===== config.mk =====
export PLATFORM = sky130hd
export DESIGN_NAME = i2c_wb_sequencer
export DESIGN_NICKNAME = d
export VERILOG_FILES = /design/src/rtl/i2c_wb_sequencer.sv
export SDC_FILE = /design/constraint.sdc
export NUM_CORES = 1
export LEC_CHECK = 0
export ABC_CLOCK_PERIOD_IN_PS = 6800
export CAP_MARGIN = 20
export CORE_ASPECT_RATIO = 1.75
export CORE_MARGIN = 2
export CORE_UTILIZATION = 55
export CTS_CLUSTER_DIAMETER = 120
export DETAILED_ROUTE_END_ITERATION = 16
export GPL_TIMING_DRIVEN = 0
export PLACE_DENSITY = 0.9
export SYNTH_ARGS = -nofsm -noshare
export SYNTH_HDL_FRONTEND = slang
export SYNTH_SLANG_ARGS = --single-unit

===== constraint.sdc =====
create_clock -name clk -period 6.8 [get_ports clk]
set_input_delay 1.36 -clock clk [delete_from_list [all_inputs] [get_ports clk]]
set_output_delay 1.36 -clock clk [all_outputs]
set_load 0.02 [all_outputs]

===== src/rtl/i2c_wb_sequencer.sv =====
// Turns one I2C transfer request into the Wishbone command/status sequence of a
// multi-bus I2C controller and reports a single completion response.
module i2c_wb_sequencer #(
    parameter int TIMEOUT = 4096
) (
    input  logic       clk,
    input  logic       rst,
    input  logic       req_valid,
    output logic       req_ready,
    input  logic [3:0] req_bus,
    input  logic [6:0] req_addr,
    input  logic       req_rd,
    input  logic [7:0] req_data,
    output logic       rsp_valid,
    output logic [7:0] rsp_data,
    output logic [1:0] rsp_status,
    output logic       cyc_o,
    output logic       stb_o,
    output logic       we_o,
    output logic [1:0] adr_o,
    output logic [7:0] dat_o,
    input  logic [7:0] dat_i,
    input  logic       ack_i,
    input  logic       irq_i
);
    localparam int CNT_W = $clog2(TIMEOUT + 1);

    localparam logic [1:0] ADR_CSR  = 2'd0;
    localparam logic [1:0] ADR_DPR  = 2'd1;
    localparam logic [1:0] ADR_CMDR = 2'd2;

    localparam logic [2:0] CMD_WRITE    = 3'b001;
    localparam logic [2:0] CMD_READ_NAK = 3'b011;
    localparam logic [2:0] CMD_START    = 3'b100;
    localparam logic [2:0] CMD_STOP     = 3'b101;
    localparam logic [2:0] CMD_SET_BUS  = 3'b110;

    localparam logic [1:0] ST_OK  = 2'b00;
    localparam logic [1:0] ST_NAK = 2'b01;
    localparam logic [1:0] ST_AL  = 2'b10;
    localparam logic [1:0] ST_ERR = 2'b11;

    typedef enum logic [2:0] {
        INIT, IDLE, WB_ACC, WAIT_IRQ, RD_CMDR, RESP
    } state_t;

    state_t           state, state_nx;
    logic [2:0]       step, step_nx;
    logic             wb_act;
    logic             acc_done;
    logic             in_acc_nx;
    logic             step_is_cmd;
    logic [CNT_W-1:0] wait_cnt;
    logic             st_set;
    logic [1:0]       st_val;
    logic [1:0]       status_q;
    logic [3:0]       bus_q;
    logic [6:0]       addr_q;
    logic             rd_q;
    logic [7:0]       data_q;
    logic [7:0]       rd_data_q;

    // wb_act is low for the first cycle after every ack, giving the idle gap
    // between consecutive accesses.
    assign acc_done  = wb_act & ack_i;
    assign in_acc_nx = (state_nx == INIT) || (state_nx == WB_ACC) || (state_nx == RD_CMDR);

    // Steps 0/3 and the write-data DPR load/read-data DPR fetch are plain transfers.
    always_comb begin
        step_is_cmd = 1'b1;
        case (step)
            3'd0, 3'd3: step_is_cmd = 1'b0;
            3'd5:       step_is_cmd = rd_q;
            3'd6:       step_is_cmd = !rd_q;
            default:    step_is_cmd = 1'b1;
        endcase
    end

    always_ff @(posedge clk or negedge rst) begin
        if (!rst) begin
            state    <= INIT;
            step     <= 3'd0;
            wb_act   <= 1'b0;
            wait_cnt <= '0;
        end else begin
            state    <= state_nx;
            step     <= step_nx;
            wb_act   <= in_acc_nx && !acc_done;
            wait_cnt <= (state == WAIT_IRQ) ? wait_cnt + CNT_W'(1) : '0;
        end
    end

    always_comb begin
        state_nx = state;
        step_nx  = step;
        st_set   = 1'b0;
        st_val   = ST_OK;
        case (state)
            INIT:    if (acc_done) state_nx = IDLE;
            IDLE: begin
                if (req_valid) begin
                    state_nx = WB_ACC;
                    step_nx  = 3'd0;
                end
            end
            WB_ACC: begin
                if (acc_done) begin
                    if (step_is_cmd) state_nx = WAIT_IRQ;
                    else             step_nx  = step + 3'd1;
                end
            end
            WAIT_IRQ: begin
                if (irq_i) begin
                    state_nx = RD_CMDR;
                end else if (wait_cnt == CNT_W'(TIMEOUT - 1)) begin
                    state_nx = RESP;
                    st_set   = 1'b1;
                    st_val   = ST_ERR;
                end
            end
            RD_CMDR: begin
                if (acc_done) begin
                    if (dat_i[4]) begin
                        state_nx = RESP;
                        st_set   = 1'b1;
                        st_val   = ST_ERR;
                    end else if (dat_i[5]) begin
                        state_nx = RESP;
                        st_set   = 1'b1;
                        st_val   = ST_AL;
                    end else if (dat_i[6]) begin
                        st_set = 1'b1;
                        // A NAK on Set-Bus, Start or Stop means the controller misbehaved.
                        if (step == 3'd1 || step == 3'd2 || step == 3'd7) begin
                            state_nx = RESP;
                            st_val   = ST_ERR;
                        end else begin
                            state_nx = WB_ACC;
                            step_nx  = 3'd7;
                            st_val   = ST_NAK;
                        end
                    end else if (dat_i[7]) begin
                        if (step == 3'd7) begin
                            state_nx = RESP;
                        end else begin
                            state_nx = WB_ACC;
                            step_nx  = step + 3'd1;
                        end
                    end else begin
                        state_nx = RESP;
                        st_set   = 1'b1;
                        st_val   = ST_ERR;
                    end
                end
            end
            RESP:    state_nx = IDLE;
            default: state_nx = INIT;
        endcase
    end

    always_comb begin
        req_ready = (state == IDLE);
        rsp_valid = (state == RESP);
        cyc_o     = wb_act;
        stb_o     = wb_act;
        we_o      = 1'b0;
        adr_o     = 2'd0;
        dat_o     = 8'h00;
        if (wb_act) begin
            case (state)
                INIT: begin
                    we_o  = 1'b1;
                    adr_o = ADR_CSR;
                    dat_o = 8'hC0;
                end
                RD_CMDR: adr_o = ADR_CMDR;
                WB_ACC: begin
                    we_o  = 1'b1;
                    adr_o = ADR_CMDR;
                    case (step)
                        3'd0: begin adr_o = ADR_DPR; dat_o = {4'h0, bus_q}; end
                        3'd1: dat_o = {5'd0, CMD_SET_BUS};
                        3'd2: dat_o = {5'd0, CMD_START};
                        3'd3: begin adr_o = ADR_DPR; dat_o = {addr_q, rd_q}; end
                        3'd4: dat_o = {5'd0, CMD_WRITE};
                        3'd5: begin
                            if (rd_q) dat_o = {5'd0, CMD_READ_NAK};
                            else begin adr_o = ADR_DPR; dat_o = data_q; end
                        end
                        3'd6: begin
                            if (rd_q) begin adr_o = ADR_DPR; we_o = 1'b0; end
                            else dat_o = {5'd0, CMD_WRITE};
                        end
                        default: dat_o = {5'd0, CMD_STOP};
                    endcase
                end
                default: ;
            endcase
        end
    end

    always_ff @(posedge clk or negedge rst) begin
        if (!rst) begin
            status_q   <= ST_OK;
            rsp_data   <= 8'h00;
            rsp_status <= ST_OK;
        end else begin
            if (state == IDLE && req_valid) status_q <= ST_OK;
            else if (st_set)                status_q <= st_val;
            if (state_nx == RESP && state != RESP) begin
                rsp_status <= st_set ? st_val : status_q;
                rsp_data   <= rd_data_q;
            end
        end
    end

    always_ff @(posedge clk) begin
        if (state == IDLE && req_valid) begin
            bus_q     <= req_bus;
            addr_q    <= req_addr;
            rd_q      <= req_rd;
            data_q    <= req_data;
            rd_data_q <= 8'h00;
        end else if (state == WB_ACC && step == 3'd6 && rd_q && acc_done) begin
            rd_data_q <= dat_i;
        end
    end

endmodule


==> results.yml <==
run_status:
  run_status: "finished clean"
logic_synthesis:
  synth.cell_area_um2: 2920
  synth_top_area_share_pct: 27.4
  sequential_to_total_area_share_from_yosys_stat_pct: 53.5
  synth.avg_cell_area_um2: 11.1
  synth_async_sr_flop_share_pct: 53.3
  synth_cell_type_count: 55
  synthMostInstantiatedCell: "nor2_1"
  yosysWarningCount: 0
  synth_area_leaders: "dfrtp_1, edfxtp_1, dfxtp_1"
  largest_area_contributor_in_the_netlist: "dfrtp_1"
  synth.ff_latch_count: 60
  synth_commonest_cells: "nor2_1, dfrtp_1, edfxtp_1, nand2_1, o21ai_0"
  synth_flop_cell: "dfrtp_1"
  syn_inst: 262
  synth-edff-count: 20
  synth_fp_nets: 302
place:
  dp_slack_ps: 2810
  placed_cells: 374
  io_buffer_count: 56
  globalplace.congestion: 0.861
  detailed_placement_wirelength_estimate_um: 4940
detailed_routing:
  dr.pass1.iters: 4
  route.detailed.wl_per_inst_um: 17.8
  vias: 2365
  drc_viols: 0
  drt-total-wl_um: 6950
  drtIter0Drc: 163
  vias_per_cell: 6.06
  detail-route-antenna-nets: 0
timing:
  setup_ws_ps: 2400
  period_utilization_pct: 64.7
  max_slew.worst_pin.slew_ps: 841
  clock.fmax_mhz: 227
  finalSetupViolCount: 0
  grt_setup_unrepaired: "false"
  drv_slew: 0
  finalClockSkew_ps: 11.4
  timing.setup.tns_ps: 0
  post-route-min-period_ps: 4400
  timing.slew.headroom_pct: 43.9
  final_hold_viol_count: 0
grt:
  antenna_found_initial: 0
  total_global_route_track_usage_pct: 26.0
  maximum_number_of_pins_on_one_net_before_global_route_repair: 33
  grt_pass1_vias: 2439
  grt_pass1_wl_um: 11400
  globalRoute.totalOverflow: 0
critical_path:
  cpMaxStageDelayCell: "clkdlybuf4s50_1"
  endpoint_kind: "output port"
  setup.worst_path.class: "flip-flop to output port"
  critical-path-max-stage-delay_ps: 650
  worstPathArrival_ps: 3040
  crit_chain: "clkbuf_8 -> inv_1 -> ha_1 -> clkbuf_1 -> nor2_1 -> nand2_1 -> nand3_1 -> o21ai_0 -> clkdlybuf4s50_1"
  critical_path_peak_fanout: 10
  worstPathRequired_ps: 5440
  worst_setup_path_start_kind: "flip-flop"
  worst_r2r_path_depth: 7
power_and_ir_drop:
  overall_power_mw: 1.25
  sw_frac_of_total_pct: 37.9
  cellLeakagePower_nw: 1.48
  power-per-cell-area_nw_per_um2: 333
  switching_power_mw: 0.473
  combinationalPowerShare_pct: 40.0
  proportion_of_power_drawn_by_the_clock_network_pct: 22.9
  ir_worst_vdd_mv: 0.190
  seq_power_share_pct: 37.1
  p_int_mw: 0.775
cells_and_area:
  multi_input_comb_area_um2: 1270
  stdcell_count: 390
  area.sequential_um2: 1560
  num-nets-final: 370
  final.fill_count: 346
  layout-drive-gt1-share_pct: 12.2
  antennaDiodeCount: 0
  area_grow_syn2layout_pct: 28.3
floorplanning:
  floorplan.initialDensity_pct: 56.0
  core_area_um2: 5210
  std_cell_rows: 35
  fp.dieW_um: 59.1
  total_die_area_um2: 5930
  pin_count: 58
  floorplan.die.height_um: 100
clock_network:
  clk_pin_slew_worst_paths_ps: 70
  root_buffer: "clkbuf_8"
  postCtsSetupRepairBufs: 0
  cts.htree.levels: 3
  ctsHoldBuffers: 0
  post_cts_resize_count: 0
  cts-buffers-inserted: 9
  worstSkewPairLatency_ps: 340
  cts_max_path_buffers: 2
  tritoncts: "built"
  cts_sinks: 60
worst_hold_path:
  hold_depth: 1
  worstHoldPathType: "flip-flop to flip-flop"
run:
  drv.max_cap_violation_count: 0
[logic make-up (layout without fill, tap and decap cells)]
group | count (synthesis) | after routing | share of synthesized area (%)
simple gates | 98 | 98 | 17.5
flops | 60 | 60 | 53.5
compound gates | 47 | 47 | 12.0
mux | 21 | 21 | 7.89
buf+inv | 19 | 92 | 3.09
xor+xnor | 10 | 10 | 3.00
fa+ha+maj | 7 | 7 | 3.00
[layout by cell type (no fill, tap or decap), types with 3 or more instances in the layout]
master,synthesis,layout
nor2b_1,5,5
a41oi_1,3,3
xnor2_1,4,4
nand3_1,6,6
clkinvlp_4,0,4
clkbuf_8,1,10
nor3b_1,3,3
clkbuf_1,5,5
xor2_1,6,6
ha_1,7,7
nand2_1,14,14
mux2_2,8,8
nand3b_1,3,3
buf_2,4,5
inv_1,8,8
a22oi_1,4,4
a21oi_1,6,6
nor3_1,4,4
o21ai_0,14,14
and2_1,3,3
clkdlybuf4s50_1,0,55
and4_1,3,3
and3_1,5,5
nand2b_1,3,3
dfxtp_1,8,8
or3_1,3,3
edfxtp_1,20,20
nor2_1,34,34
mux2i_1,11,11
dfrtp_1,32,32
[final timing paths]
check	startpoint	to	slack, ps
setup reg to reg	step[0]$_DFFE_PN0P_	rsp_data[5]$_DFFE_PN0P_	4070
min in group asynchronous	rst	rsp_data[0]$_DFFE_PN0P_	1070
hold / removal	wait_cnt[0]$_DFF_PN0_	wait_cnt[0]$_DFF_PN0_	490
hold reg to reg	wait_cnt[0]$_DFF_PN0_	wait_cnt[0]$_DFF_PN0_	490
max in group asynchronous	rst	step[0]$_DFFE_PN0P_	5240
setup / recovery	step[2]$_DFFE_PN0P_	dat_o[6]	2400
[layer usage]
metal,wire length (um),global-route usage (%),vias up
li1,-,-,1093
met3,290,4.64,32
met5,0,0,-
met4,269,14.9,0
met1,2600,28.0,1152
met2,3790,45.9,88
[sequential cells by signal, summed over array words and instances, names as in the netlist, 3 cells and up]
name and cells:
addr_q 7, bus_q 4, data_q 8, rd_data_q 8
rsp_data 8, state 3, step 3, wait_cnt 13
[metrics by stage]
| stage | utilization, % | hold slack, ps | instance area [um^2] |
|---|---|---|---|
| after floorplan | - | 448 | 2920 |
| after global placement | 68.1 | 467 | 3550 |
| after detailed placement | 68.5 | 471 | 3570 |
| after CTS | 71.9 | 489 | 3740 |
| after global routing | 71.9 | 521 | 3740 |
| final | 71.9 | 490 | 3740 |
[critical path, delay by kind of cell, from the launching register on]
| family | cells | cell delay [ps] |
|---|---|---|
| buf+inv | 4 | 1320 |
| fa+ha+maj | 1 | 210 |
| flops | 1 | 410 |
| compound gates | 1 | 280 |
| simple gates | 3 | 470 |
[final cells by class]
| cell class | count | share of cell area (%) |
|---|---|---|
| Buffer | 11 | 1.60 |
| Inverter | 8 | 0.802 |
| Multi-Input combinational cell | 183 | 33.8 |
| Clock inverter | 7 | 1.37 |
| Timing Repair Buffer | 57 | 15.6 |
| Sequential cell | 60 | 41.7 |
| Tap cell | 55 | 1.84 |
| Clock buffer | 9 | 3.31 |
[power by group through the flow]
stage | sequential [mW] | clock [mW] | combinational, mW
6_report | 0.463 | 0.286 | 0.499
4_1_cts | 0.461 | 0.288 | 0.496
3_3_place_gp | 0.465 | 0 | 0.469
5_1_grt | 0.468 | 0.302 | 0.540
2_1_floorplan | 0.469 | 0 | 0.303
3_5_place_dp | 0.468 | 0 | 0.488
Power figures use the tool's default switching activity.
